File: config.mk
export PLATFORM = sky130hd
export DESIGN_NAME = ac97_link_engine
export DESIGN_NICKNAME = d
export VERILOG_FILES = /design/src/rtl/ac97_pkg.sv /design/src/rtl/ac97_frame_deser.sv /design/src/rtl/ac97_link_engine.sv
export SDC_FILE = /design/constraint.sdc
export NUM_CORES = 2
export LEC_CHECK = 0
export ABC_AREA = 1
export ABC_CLOCK_PERIOD_IN_PS = 59100
export CORE_MARGIN = 2
export CORE_UTILIZATION = 40
export DETAILED_ROUTE_END_ITERATION = 6
export PLACE_DENSITY = 0.74
export RECOVER_POWER = 100
export SLEW_MARGIN = 20
export SYNTH_ARGS = -nofsm -noshare
export SYNTH_HDL_FRONTEND = slang
export SYNTH_SLANG_ARGS = --single-unit
File: constraint.sdc
create_clock -name ac97_bitclk -period 59.1 [get_ports ac97_bitclk]
set_input_delay 5.91 -clock ac97_bitclk [delete_from_list [all_inputs] [get_ports ac97_bitclk]]
set_output_delay 5.91 -clock ac97_bitclk [all_outputs]
set_load 0.1 [all_outputs]
File: src/rtl/ac97_pkg.sv
// Shared AC'97 link constants and the link state type.
package ac97_pkg;

  localparam int unsigned FRAME_BITS = 256;
  localparam int unsigned TAG_BITS   = 16;
  localparam int unsigned SLOT_W     = 20;
  localparam int unsigned MAX_SLOTS  = 12;
  localparam int unsigned BITCNT_W   = 8;

  typedef enum logic {
    ST_WAIT_READY = 1'b0,
    ST_RUN        = 1'b1
  } link_state_e;

endpackage

File: src/rtl/ac97_frame_deser.sv
// Falling-edge capture of the inbound AC'97 frame and publish of complete frames.
module ac97_frame_deser
  import ac97_pkg::*;
#(
  parameter int unsigned NUM_SLOTS = 12
) (
  input  logic                        clk_i,
  input  logic                        rst_i,
  input  logic                        sdata_i,
  input  logic [BITCNT_W-1:0]         bitcnt_i,
  input  logic                        frame_end_i,
  output logic [NUM_SLOTS*SLOT_W-1:0] in_slot_data_o,
  output logic [NUM_SLOTS-1:0]        in_slot_valid_o,
  output logic                        in_frame_strobe_o,
  output logic                        frame_done_c,
  output logic                        rx_ready_c
);

  logic [FRAME_BITS-1:0]       cap_q;
  logic                        armed_q;
  logic [NUM_SLOTS*SLOT_W-1:0] in_data_q;
  logic [NUM_SLOTS*SLOT_W-1:0] in_data_d;
  logic [NUM_SLOTS-1:0]        in_valid_q;
  logic [NUM_SLOTS-1:0]        in_valid_d;
  logic                        in_strobe_q;
  logic                        unused_cap_c;

  // Frame bit k lands at vector index 255-k, so the tag sits at the top.
  always_ff @(negedge clk_i or posedge rst_i) begin
    if (rst_i) begin
      cap_q <= '0;
    end else begin
      cap_q[~bitcnt_i] <= sdata_i;
    end
  end

  for (genvar g = 0; g < NUM_SLOTS; g++) begin : g_unpack
    assign in_data_d[g*SLOT_W +: SLOT_W] = cap_q[FRAME_BITS-TAG_BITS-1-g*SLOT_W -: SLOT_W];
    assign in_valid_d[g]                 = cap_q[FRAME_BITS-2-g];
  end

  // The frame cut short by reset is never published: armed_q waits for a clean frame start.
  assign frame_done_c = frame_end_i & armed_q;
  assign rx_ready_c   = cap_q[FRAME_BITS-1];
  assign unused_cap_c = ^cap_q;

  always_ff @(posedge clk_i or posedge rst_i) begin
    if (rst_i) begin
      armed_q     <= 1'b0;
      in_data_q   <= '0;
      in_valid_q  <= '0;
      in_strobe_q <= 1'b0;
    end else begin
      in_strobe_q <= frame_done_c;
      if (frame_end_i) begin
        armed_q <= 1'b1;
      end
      if (frame_done_c) begin
        in_data_q  <= in_data_d;
        in_valid_q <= in_valid_d;
      end
    end
  end

  assign in_slot_data_o    = in_data_q;
  assign in_slot_valid_o   = in_valid_q;
  assign in_frame_strobe_o = in_strobe_q;

endmodule

File: src/rtl/ac97_link_engine.sv
// AC'97 controller link: frame timing, outbound serialisation and codec-ready tracking.
module ac97_link_engine
  import ac97_pkg::*;
#(
  parameter int unsigned NUM_SLOTS    = 12,
  parameter int unsigned READY_FRAMES = 2
) (
  input  logic                        ac97_bitclk,
  input  logic                        ac97_rst,
  input  logic                        ac97_sdata_in,
  output logic                        ac97_sdata_out,
  output logic                        ac97_sync,
  output logic                        ac97_reset_b,
  output logic                        ac97_strobe,
  input  logic [NUM_SLOTS*SLOT_W-1:0] out_slot_data,
  input  logic [NUM_SLOTS-1:0]        out_slot_valid,
  output logic [NUM_SLOTS*SLOT_W-1:0] in_slot_data,
  output logic [NUM_SLOTS-1:0]        in_slot_valid,
  output logic                        in_frame_strobe,
  output logic                        link_up,
  output logic [15:0]                 frame_count
);

  logic [BITCNT_W-1:0]         bitcnt_q;
  logic [BITCNT_W-1:0]         nxt_bit_c;
  logic                        strobe_c;
  logic                        sdata_q;
  logic                        sdata_d;
  logic                        sync_q;
  logic                        sync_d;
  logic [NUM_SLOTS*SLOT_W-1:0] shadow_data_q;
  logic [NUM_SLOTS-1:0]        shadow_valid_q;
  link_state_e                 state_q;
  link_state_e                 state_d;
  logic [3:0]                  rdy_cnt_q;
  logic [3:0]                  rdy_cnt_d;
  logic [3:0]                  rdy_upd_c;
  logic [15:0]                 frame_count_q;
  logic                        frame_done_c;
  logic                        rx_ready_c;
  logic [MAX_SLOTS-1:0]        tx_vrev_c;
  logic [MAX_SLOTS*SLOT_W-1:0] tx_body_c;
  logic [FRAME_BITS-1:0]       tx_frame_c;

  assign strobe_c     = (bitcnt_q == BITCNT_W'(FRAME_BITS - 1));
  assign nxt_bit_c    = bitcnt_q + BITCNT_W'(1);
  assign ac97_strobe  = strobe_c;
  assign ac97_reset_b = ~ac97_rst;

  // Outbound frame image, slot 1 first; slots above NUM_SLOTS stay invalid and zero.
  for (genvar g = 0; g < MAX_SLOTS; g++) begin : g_slot
    if (g < NUM_SLOTS) begin : g_used
      assign tx_vrev_c[MAX_SLOTS-1-g] = shadow_valid_q[g];
      assign tx_body_c[(MAX_SLOTS-1-g)*SLOT_W +: SLOT_W] =
        shadow_valid_q[g] ? shadow_data_q[g*SLOT_W +: SLOT_W] : '0;
    end else begin : g_unused
      assign tx_vrev_c[MAX_SLOTS-1-g] = 1'b0;
      assign tx_body_c[(MAX_SLOTS-1-g)*SLOT_W +: SLOT_W] = '0;
    end
  end

  assign tx_frame_c = (state_q == ST_RUN)
                    ? {1'b1, tx_vrev_c, {(TAG_BITS-1-MAX_SLOTS){1'b0}}, tx_body_c}
                    : '0;

  // Codec-ready tracking; only moves when a complete inbound frame is published.
  always_comb begin
    state_d   = state_q;
    rdy_cnt_d = rdy_cnt_q;
    rdy_upd_c = '0;
    if (frame_done_c) begin
      if (rx_ready_c) begin
        rdy_upd_c = (rdy_cnt_q == 4'hF) ? 4'hF : rdy_cnt_q + 4'd1;
      end
      rdy_cnt_d = rdy_upd_c;
      if (state_q == ST_WAIT_READY) begin
        if (32'(rdy_upd_c) >= READY_FRAMES) begin
          state_d = ST_RUN;
        end
      end else if (!rx_ready_c) begin
        state_d = ST_WAIT_READY;
      end
    end
  end

  // Bit 0 of a new frame is tag[15], which follows the state being entered at this edge.
  always_comb begin
    sync_d  = (nxt_bit_c < BITCNT_W'(TAG_BITS));
    sdata_d = tx_frame_c[~nxt_bit_c];
    if (strobe_c) begin
      sdata_d = (state_d == ST_RUN);
    end
  end

  always_ff @(posedge ac97_bitclk or posedge ac97_rst) begin
    if (ac97_rst) begin
      bitcnt_q       <= BITCNT_W'(FRAME_BITS - 1);
      sdata_q        <= 1'b0;
      sync_q         <= 1'b0;
      shadow_data_q  <= '0;
      shadow_valid_q <= '0;
      state_q        <= ST_WAIT_READY;
      rdy_cnt_q      <= '0;
      frame_count_q  <= '0;
    end else begin
      bitcnt_q  <= nxt_bit_c;
      sdata_q   <= sdata_d;
      sync_q    <= sync_d;
      state_q   <= state_d;
      rdy_cnt_q <= rdy_cnt_d;
      if (strobe_c) begin
        shadow_data_q  <= out_slot_data;
        shadow_valid_q <= out_slot_valid;
        frame_count_q  <= frame_count_q + 16'd1;
      end
    end
  end

  ac97_frame_deser #(
    .NUM_SLOTS (NUM_SLOTS)
  ) u_deser (
    .clk_i             (ac97_bitclk),
    .rst_i             (ac97_rst),
    .sdata_i           (ac97_sdata_in),
    .bitcnt_i          (bitcnt_q),
    .frame_end_i       (strobe_c),
    .in_slot_data_o    (in_slot_data),
    .in_slot_valid_o   (in_slot_valid),
    .in_frame_strobe_o (in_frame_strobe),
    .frame_done_c      (frame_done_c),
    .rx_ready_c        (rx_ready_c)
  );

  assign ac97_sdata_out = sdata_q;
  assign ac97_sync      = sync_q;
  assign link_up        = (state_q == ST_RUN);
  assign frame_count    = frame_count_q;

endmodule

Word-level counts from Yosys, hierarchy flattened
Index checks and enable logic that the tools add are counted.
{"block": "op_classes", "add_sub_neg": 3, "order_cmp": 5, "eq_ne": 2, "muxes": 26, "n_bitwise": 4, "reduce_logical": 1}
{"cell": "256-bit bitwise mux", "count": 1}
{"cell": "256-bit two-way mux", "count": 1}
{"cell": "20-bit two-way mux", "count": 12}
{"cell": "8-bit by 9-bit < comparator with 1-bit output (second input constant)", "count": 2}
{"cell": "16-bit by 1-bit adder with 16-bit output (second input constant)", "count": 1}
{"cell": "8-bit NOT", "count": 2}
{"cell": "4-bit two-way mux", "count": 3}
{"cell": "8-bit by 1-bit adder with 8-bit output (second input constant)", "count": 1}
{"cell": "1-bit binary-select mux with 8-bit select", "count": 1}
{"cell": "1-bit demux with 8-bit select", "count": 1}
{"cell": "8-bit == test (second input constant)", "count": 1}
{"cell": "8-bit by 1-bit >= comparator with 1-bit output (second input constant)", "count": 1}
{"cell": "8-bit by 5-bit < comparator with 1-bit output (second input constant)", "count": 1}
{"cell": "1-bit two-way mux", "count": 7}
{"cell": "4-bit by 1-bit adder with 4-bit output (second input constant)", "count": 1}
{"cell": "4-bit == test (second input constant)", "count": 1}
{"cell": "4-bit by 2-bit >= comparator with 1-bit output (second input constant)", "count": 1}
{"cell": "1-bit bitwise AND", "count": 1}
{"cell": "1-bit logical AND", "count": 1}
{"cell": "1-bit NOT", "count": 1}
{"block": "word_totals", "register_bits": 793, "inputBits": 255, "output_inout_bits": 274}

Depth between registers and ports, before layout
{"block": "logic_depth", "depth_word": 9, "ltp_mapped": 18}

By module
Synthesis repeated with hierarchy kept, for this count alone.
{"block": "hier_totals", "cells_unflattened": 4386, "hier_area_um2": 34624.5}
{"mod": "ac97_frame_deser", "instances": 1, "cells_per_inst": 2517, "area_each_um2": 21018.9}
{"mod": "ac97_link_engine", "instances": 1, "cells_per_inst": 1869, "area_each_um2": 13605.5}

==> flow_summary.toml <==
[die]
die_w_um = 291
start_util_pct = 40.3
io_pins = 529
die_area_um2 = 84900
core_um2 = 82000
num_rows = 105
fp.dieH_um = 291

[global_routing]
grt_max_degree = 175
grt_use_met2_pct = 37.2
grt-ovfl-total = 0
met3_usage_pct = 4.91
use_met1_pct = 32.7
grt_use_total_pct = 24.0
grt_pass1_vias = 27400
grt_pass1_wl_um = 160000
antenna_found_initial = 10
busiest_layer = "met2"

[synth]
synthArstFlopShare_pct = 100
yosysSeqAreaShare_pct = 59.8
synth_nets = 4140
synth_common_cells = "nand2_1 (1804), dfrtp_1 (529), a21oi_1 (260), dfrtn_1 (253), a31oi_1 (240)"
ys_warn_count = 0
synth-main-ff-cell = "dfrtp_1"
synth_most_common_cell = "nand2_1"
synthTopCellsByArea = "dfrtp_1 (40%), nand2_1 (20%), dfrtn_1 (19%)"
synth_area_leader_cell = "dfrtp_1"
syn_avg_cell_area_um2 = 8.52
ys_types = 39
synthCells = 3879
syn_area_um2 = 33100
synth_edf_count = 0
ys_ff_latch = 790
synth_top_area_share_pct = 40.1

[pwr]
pwr-share-comb_pct = 3.1
switching_share_pct = 22.0
pwr-share-seq_pct = 48.6
power.share.clock_pct = 48.4
power_w = 0.00112
power.leakage_nw = 20.1
p_per_area_nw_per_um2 = 26.8
irDropWorstVdd_v = 0.0000186
switchingPower_w = 0.000247
p_int_w = 0.000874

[timing]
setup_viol_count_final = 0
hold_violations = 0
fin_skew_ns = 0.0903
tightestPinTransition_ns = 5.69
rsz0062_at_grt = "no"
drv_slew = 1518
slew_headroom_pct = -279
fin_setup_tns_ns = 0

[finish]
fin_util_pct = 51.0
final_area_um2 = 41800
post_route_cells_drive_above_1_share_pct = 5.11
final_nets = 4515
fin_cells = 5403
area_growth_pct = 26.4
ff_latch_area_um2 = 19800
multi_input_area_um2 = 11900
fillers = 7558

[clocking]
htreeDepth = 3
cts_tree = "built"
cts_setup_buffers = 0
cts_resized = 0
cts_sinks = 790
cts_buffers = 84
root_buffer = "clkbuf_16"
worstSkewPairLatency_ns = 0.66
holdBufCountCts = 0
clkTransAtPathRegs_ns = 0.04
cts.path.max_buffers = 3

[status]
violations = "capacitance limit, slew limit"
outcome = "finished with violations"

[placement]
dp_hpwl_um = 65100
portBuffers = 528
place_inst = 5237
placed_area_um2 = 39000
gp_routability_congestion = 0.820

[detailed_routing]
avgRoutedWirePerCell_um = 19.0
drt_wl_total_um = 103000
drtPass1Iterations = 6
drcViolationCount = 0
drtAntennaViolNets = 0
drt-initial-drc-count = 2995
routed-via-count = 28500
via_per_inst = 5.27

[worst_hold_path]
hold_path_class = "flip-flop to flip-flop"
worstHoldPathCells = 2
min_from = "u_deser.cap_q[0]$_DFFE_NP0P_"

[setup_path]
path_max_fanout = 131
worstSetupEndpointType = "async pin"
reg2reg_from = "bitcnt_q[0]$_DFF_PP1_"
critPathRequiredTime_ns = 30.27
crit_start = "ac97_rst"
cp.arrival_ns = 16.56
crit_type = "input pin to async pin"
startpoint_type = "input pin"
reg2reg_depth = 8

[job]
max-cap-violations = 21
cells in the final DEF (no fill, tap or decap), types with 5 or more instances in the layout:
| cell | count |
|---|---|
| clkdlybuf4s50_1 | 252 |
| xnor2_1 | 6 |
| bufinv_16 | 5 |
| clkbuf_1 | 37 |
| diode_2 | 8 |
| dfrtn_1 | 253 |
| nand3_1 | 197 |
| o21ai_0 | 53 |
| nor2_4 | 12 |
| ha_1 | 5 |
| nand4_1 | 9 |
| dfstp_2 | 7 |
| buf_4 | 30 |
| nor2_2 | 19 |
| clkinv_2 | 16 |
| a31oi_1 | 240 |
| nor2_1 | 70 |
| clkbuf_8 | 19 |
| a21oi_1 | 260 |
| nor3_1 | 19 |
| inv_1 | 71 |
| clkbuf_16 | 85 |
| dlygate4sd3_1 | 272 |
| dfrtp_1 | 529 |
| nand2_1 | 1805 |
| xor2_1 | 9 |
power by group through the flow:
stage | Clock [W] | Combinational (W) | Sequential [W]
after floorplan | 0 | 0.0000119 | 0.000555
after global placement | 0 | 0.0000351 | 0.000554
after detailed placement | 0 | 0.0000351 | 0.000554
after CTS | 0.000550 | 0.0000352 | 0.000545
after global routing | 0.000572 | 0.0000378 | 0.000545
final | 0.000542 | 0.0000343 | 0.000545
final timing paths:
path / endpoint / slack, ns
max in group ac97_bitclk: u_deser.cap_q[0]$_DFFE_NP0P_ / 17.57
min reg2reg: u_deser.cap_q[0]$_DFFE_NP0P_ / 0.45
max reg2reg: u_deser.cap_q[0]$_DFFE_NP0P_ / 18.69
min in group asynchronous: u_deser.in_slot_data_o[14]$_DFFE_PP0P_ / 7.48
min: u_deser.cap_q[0]$_DFFE_NP0P_ / 0.45
max: u_deser.cap_q[255]$_DFFE_NP0P_ / 13.71
kinds of logic after synthesis:
| family | count (synthesis) | share of synthesized area [%] |
|---|---|---|
| xor gates and xnor gates | 15 | 0.397 |
| adders and majority gates | 6 | 0.227 |
| AOI/OAI and AO/OA | 563 | 9.49 |
| DFF | 790 | 59.8 |
| and+or+nand+nor | 2140 | 25.5 |
| buffers and inverters | 365 | 4.51 |
worst max-delay path, stage by stage:
cell and delay, ns:
dlygate4sd3_1 0.55, clkinvlp_2 3.09, clkbuf_1 3.04, clkbuf_1 2.85, buf_4 0.93
state kept, by name (all words and copies together) (netlist names):
register                   flops
ac97_sdata_out                 1
ac97_sync                      1
bitcnt_q                       8
frame_count                   16
link_up                        1
rdy_cnt_q                      4
shadow_data_q                240
shadow_valid_q                12
u_deser.armed_q                1
u_deser.cap_q                253
u_deser.in_frame_strobe_o      1
u_deser.in_slot_data_o       240
u_deser.in_slot_valid_o       12
per-stage QoR:
stage | worst slack, ns | hold slack, ns
floorplan | 1.26 | 0.414
global placement | 19.82 | 0.449
detailed placement | 19.79 | 0.452
CTS | 20.40 | 0.453
global route | 11.54 | 0.473
finish | 13.71 | 0.455
area by class of cell:
cell class,count,area share (%)
antenna,8,0.0479
clock buffer,122,5.88
clock inverter,35,1.06
inverter,80,0.749
multi-input combinational,2724,28.4
sequential,790,47.3
tap,1070,3.20
timing repair buffer,574,13.3
per-layer routing:
layer  part of all wire, %  vias to the layer above  wire length, µm
met2                    46                     1297            47100
met4                   4.5                        0             4670
met3                   8.2                      216             8420
met1                    41                    13600            42500
li1                      -                    13300                -
met5                     0                        -                0
(Power assumes the default switching activity.)
